**config.mk**
```make
export PLATFORM = sky130hd
export DESIGN_NAME = pc_secuenciador
export DESIGN_NICKNAME = d
export VERILOG_FILES = /design/src/rtl/pc_secuenciador.sv
export SDC_FILE = /design/constraint.sdc
export NUM_CORES = 1
export LEC_CHECK = 0
export CORE_MARGIN = 3
export CORE_UTILIZATION = 55
export CTS_BUF_LIST = sky130_fd_sc_hd__clkbuf_8
export DETAILED_ROUTE_END_ITERATION = 10
export DONT_BUFFER_PORTS = 1
export HOLD_SLACK_MARGIN = 0.1
export PLACE_DENSITY_LB_ADDON = 0.12
export SLEW_MARGIN = 20
export SYNTH_ARGS = -nofsm -noshare
export SYNTH_HDL_FRONTEND = slang
export SYNTH_SLANG_ARGS = --single-unit
```
**constraint.sdc**
```tcl
create_clock -name clk -period 3.8 [get_ports clk]
set_clock_uncertainty 0.1 [all_clocks]
set_input_delay 0.76 -clock clk [delete_from_list [all_inputs] [get_ports clk]]
set_output_delay 0.76 -clock clk [all_outputs]
set_load 0.02 [all_outputs]
```
**src/rtl/pc_secuenciador.sv**
```systemverilog
// Program-counter sequencer for the 64-bit fetch stage: owns the PC, issues fetch requests, counts accepted fetches.
// Optional misaligned-target trap enabled by defining PC_ALIGN_CHECK_EN (default: target low bits are cleared).
module pc_secuenciador #(
    parameter logic [63:0] RESET_PC     = 64'h0,
    parameter int unsigned PASO         = 4,
    parameter int unsigned ANCHO_CUENTA = 32
) (
    input  logic                    clk,
    input  logic                    reset,
    input  logic                    stall,
    input  logic                    salto_tomado,
    input  logic [63:0]             bus_direccion_salto,
    input  logic                    halt,
    input  logic                    im_ack,
    output logic                    im_req,
    output logic [63:0]             bus_direccion_im,
    output logic [63:0]             bus_pc_next,
    output logic                    pc_valido,
    output logic [ANCHO_CUENTA-1:0] cuenta_instr,
    output logic                    error_alineacion
);

    typedef enum logic [1:0] {
        INICIO   = 2'b00,
        BUSCA    = 2'b01,
        DETENIDO = 2'b10
    } estado_t;

    localparam logic [63:0] PASO_64 = 64'(PASO);

`ifdef PC_ALIGN_CHECK_EN
    localparam logic CHEQUEO_ALINEACION = 1'b1;
`else
    localparam logic CHEQUEO_ALINEACION = 1'b0;
`endif

    estado_t                 estado_r;
    estado_t                 estado_next_s;
    logic [63:0]             pc_r;
    logic [63:0]             pc_next_s;
    logic                    burbuja_r;
    logic                    burbuja_next_s;
    logic                    pc_valido_r;
    logic                    pc_valido_next_s;
    logic [ANCHO_CUENTA-1:0] cuenta_r;
    logic [ANCHO_CUENTA-1:0] cuenta_next_s;
    logic                    error_r;
    logic                    error_next_s;
    logic                    req_s;
    logic                    acepta_s;
    logic                    desalineado_s;
    logic                    trap_s;
    logic [63:0]             destino_s;
    logic [63:0]             pc_mas_paso_s;

    assign pc_mas_paso_s = pc_r + PASO_64;
    assign desalineado_s = |bus_direccion_salto[1:0];
    assign trap_s        = CHEQUEO_ALINEACION & desalineado_s;
    // Without the trap, a misaligned target is silently rounded down to a word boundary.
    assign destino_s     = CHEQUEO_ALINEACION ? bus_direccion_salto
                                              : {bus_direccion_salto[63:2], 2'b00};

    assign req_s    = (estado_r == BUSCA) & ~stall & ~salto_tomado & ~halt & ~burbuja_r;
    assign acepta_s = req_s & im_ack;

    assign im_req           = req_s;
    assign bus_direccion_im = pc_r;
    assign bus_pc_next      = pc_mas_paso_s;
    assign pc_valido        = pc_valido_r;
    assign cuenta_instr     = cuenta_r;
    assign error_alineacion = error_r;

    // Next-state logic: halt beats redirect, redirect beats stall/ack.
    always_comb begin
        estado_next_s    = estado_r;
        pc_next_s        = pc_r;
        burbuja_next_s   = 1'b0;
        pc_valido_next_s = 1'b0;
        cuenta_next_s    = cuenta_r;
        error_next_s     = error_r;
        case (estado_r)
            INICIO: begin
                if (halt) begin
                    estado_next_s = DETENIDO;
                end else begin
                    estado_next_s = BUSCA;
                end
            end
            BUSCA: begin
                if (halt) begin
                    estado_next_s = DETENIDO;
                end else if (salto_tomado) begin
                    if (trap_s) begin
                        error_next_s  = 1'b1;
                        estado_next_s = DETENIDO;
                    end else begin
                        pc_next_s      = destino_s;
                        burbuja_next_s = 1'b1;
                    end
                end else if (acepta_s) begin
                    pc_next_s        = pc_mas_paso_s;
                    pc_valido_next_s = 1'b1;
                    cuenta_next_s    = cuenta_r + ANCHO_CUENTA'(1'b1);
                end else begin
                    pc_next_s = pc_r;
                end
            end
            DETENIDO: begin
                estado_next_s = DETENIDO;
            end
            default: begin
                estado_next_s = INICIO;
            end
        endcase
    end

    // State and datapath registers with synchronous reset.
    always_ff @(posedge clk) begin
        if (reset) begin
            estado_r    <= INICIO;
            pc_r        <= RESET_PC;
            burbuja_r   <= 1'b0;
            pc_valido_r <= 1'b0;
            cuenta_r    <= {ANCHO_CUENTA{1'b0}};
            error_r     <= 1'b0;
        end else begin
            estado_r    <= estado_next_s;
            pc_r        <= pc_next_s;
            burbuja_r   <= burbuja_next_s;
            pc_valido_r <= pc_valido_next_s;
            cuenta_r    <= cuenta_next_s;
            error_r     <= error_next_s;
        end
    end

endmodule
```
==> reports/results.tsv <==
metric	value	unit
status	finished, final reports clean	
DR WL met2	11100	um
Fmax	0.270	GHz
Synth async-reset ratio	0	%
Period minus WS final	3710	ps
Yosys warnings	0	
Worst path most repeated cell	buf_4	
commonest non-fill, non-tap cells in the layout	nor2_1 (92), buf_4 (89), dfxtp_1 (86)	
Routed WL per cell	20.8	um
1st-iter DRT viols	859	
post-synthesis register bit count	98	
gr usage total	31.7	%
initial antenna violation count	1	
worst hold path class	primary input to register	
RSZ-0062 raised after global routing	no	
Fin Setup TNS	0	ps
CP arrival	2850	ps
vias per inst	6.62	
post-DP HPWL	16800	um
Top Family by Delay on Critical Path	simple AND/OR/NAND/NOR gates	
slew at the pin closest to its max-slew limit	833	ps
Max Root-Sink Buffers	2	
Total Nets Final	1034	
worst slack, placed	307	ps
final setup margin	92.6	ps
Starting Density	57.2	%
CTS buffer count	9	
Post-synth top flop	dfxtp_1	
maxcap violations	0	
clock root cell	clkbuf_8	
Peak VDD IR	0.193	mV
first-pass GRT wire length	36700	um
max incr delay on CP	630	ps
Post-Syn Instances	938	
final cell count without fillers	1133	
Final Util	63.6	%
cell area after synthesis	0.00702	sq mm
Worst path slowest cell	or4_4	
Req. time, crit path	2940	ps
final hold vios	0	
final slew viol count	0	
Mean Syn Cell Area	7.48	sq um
most common cell after layout, fill and taps aside	nor2_1	
critical path peak fanout	14	
Syn-to-layout area delta	11.2	%
WL met3	2550	um
first drt pass iteration count	8	
critical-path cell list	nand3_1 -> or4_4 -> nor4_1 -> buf_4 -> nand2_1 -> xnor2_1 -> buf_4	
Leak	2.84	nW
Critical Path End Type	output port	
number of global-route vias before repair	6905	
Finish-stage setup viols	0	
clk sinks	98	
met1 WL	8990	um
chip width	119	um
Inst Count DP	1113	
EDFF count, synth	0	
Slew HR	44.5	%
crit path launch type	register	
Tcrit/Tclk final	97.6	%
post-synthesis sequential area ratio	28.0	%
Die H	119	um
remaining antenna violation count	0	
clock insertion delay at the later pin of the skew report	390	ps
I/O Pins	233	
PwrDens	262	mW/mm^2
largest net degree at the start of global routing	138	
vias	7497	
Post-route DRC	0	
GPL Wtd Cong	0.938	
FP Rows	40	
DRT Wirelength	23500	um
clock slew at reported path FFs	120	ps
H-tree depth	3	
proportion of layout cells with a drive suffix above 1	15.7	%
count of different cell masters after synthesis	69	
CTS tree	built	
core footprint	0.0123	sq mm
Setup Crit Path Kind	register to output port	
I/O Buffers	0	
Buf/Inv on CP	2	
cts hold-fix bufs	0	
Die ar.	0.0141	sq mm
Congestion Overflow GR	0	
Top Metal Used	met4	
==> through the flow <==
step | total power [mW] | hold WS (ps) | instance area [sq um]
after floorplan | 1.30 | 382 | 7030
after global placement | 1.33 | 397 | 7560
after detailed placement | 1.34 | 456 | 7560
after CTS | 2.05 | 306 | 7780
after global routing | 2.12 | 301 | 7800
final | 2.05 | 319 | 7800
==> registers in the layout, indices dropped and copies added (netlist names) <==
name and flops:
pc_valido 1, cuenta_instr 32, burbuja_r 1, bus_direccion_im 62, estado_r 2
==> timing repair <==
| item | in CTS | in global routing |
|---|---|---|
| gates resized for setup | 0 | 13 |
| pin swaps | 1 | 0 |
| gates cloned | 0 | 0 |
| setup endpoints to repair | 3 | 10 |
| setup buffers | 3 | 0 |
==> Yosys cell counts, types with 5 or more instances <==
| cell type | count | area [sq um] |
|---|---|---|
| a22oi_1 | 10 | 75.1 |
| mux2_2 | 5 | 56.3 |
| a221oi_1 | 5 | 43.8 |
| o21ai_0 | 40 | 200 |
| o31a_1 | 6 | 52.6 |
| buf_4 | 7 | 52.6 |
| or3_1 | 13 | 81.3 |
| inv_1 | 23 | 86.3 |
| nor2b_1 | 11 | 68.8 |
| and3_1 | 31 | 194 |
| nand3_1 | 58 | 290 |
| nor2_1 | 92 | 345 |
| o211ai_1 | 6 | 45.0 |
| nand2_1 | 80 | 300 |
| ha_1 | 5 | 62.6 |
| xor2_1 | 31 | 272 |
| nand2b_1 | 5 | 31.3 |
| a22o_1 | 8 | 70.1 |
| nor3_1 | 27 | 135 |
| buf_2 | 13 | 65.1 |
| and4_1 | 15 | 131 |
| or4_1 | 14 | 105 |
| clkbuf_1 | 57 | 214 |
| a31oi_1 | 24 | 150 |
| mux2i_1 | 10 | 100 |
| a21oi_1 | 52 | 260 |
| o31ai_1 | 10 | 75.1 |
| a211oi_1 | 6 | 45.0 |
| nor4_4 | 5 | 106 |
| a32o_1 | 6 | 60.1 |
| xnor2_1 | 42 | 368 |
| dfxtp_1 | 98 | 1960 |
| and2_1 | 6 | 37.5 |
| nor4_1 | 22 | 138 |
| or2_2 | 5 | 31.3 |
| nand4_1 | 33 | 206 |
==> worst paths after layout <==
| path | start | slack (ps) | to | depth (start not counted) |
|---|---|---|---|---|
| setup / recovery | bus_direccion_im[8]$_SDFFE_PP0P_ | 90 | bus_pc_next[50] | 7 |
| hold / removal | halt | 320 | estado_r[0]$_SDFFE_PP0P_ | 1 |
| setup reg to reg | estado_r[0]$_SDFFE_PP0P_ | 880 | bus_direccion_im[13]$_SDFFE_PP0P_ | 7 |
| hold reg to reg | bus_direccion_im[16]$_SDFFE_PP0P_ | 470 | bus_direccion_im[16]$_SDFFE_PP0P_ | 2 |
==> cells by family after synthesis <==
family	after synthesis	synth area share (%)
simple gates	432	33.7
buf+inv	107	6.56
flops	98	28.0
fa+ha+maj	5	0.892
mux	15	2.23
other cells	1	0.0535
xor+xnor	73	9.11
compound gates	207	19.5
==> per-layer routing <==
layer  vias up  global-route usage, %
met4         0                   14.8
met1      3488                   38.7
met3        70                   8.88
met2       459                   51.7
met5         -                      0
li1       3480                      -
==> cell type report <==
cell class / instances / area, sq um
multi-input combinational: 737 / 4640
fill: 1120 / 4460
sequential: 98 / 1980
timing repair buffer: 90 / 688
tap: 168 / 210
clock buffer: 9 / 124
inverter: 23 / 86.3
clock inverter: 7 / 78.8
antenna: 1 / 2.50
==> power breakdown <==
group | leakage, nW | total, mW | switching (mW) | internal, mW
clock | 0.104 | 0.731 | 0.465 | 0.266
combinational | 1.93 | 0.232 | 0.142 | 0.0897
sequential | 0.797 | 1.08 | 0.0372 | 1.05
Note: power is estimated with default switching activity, not from simulation.
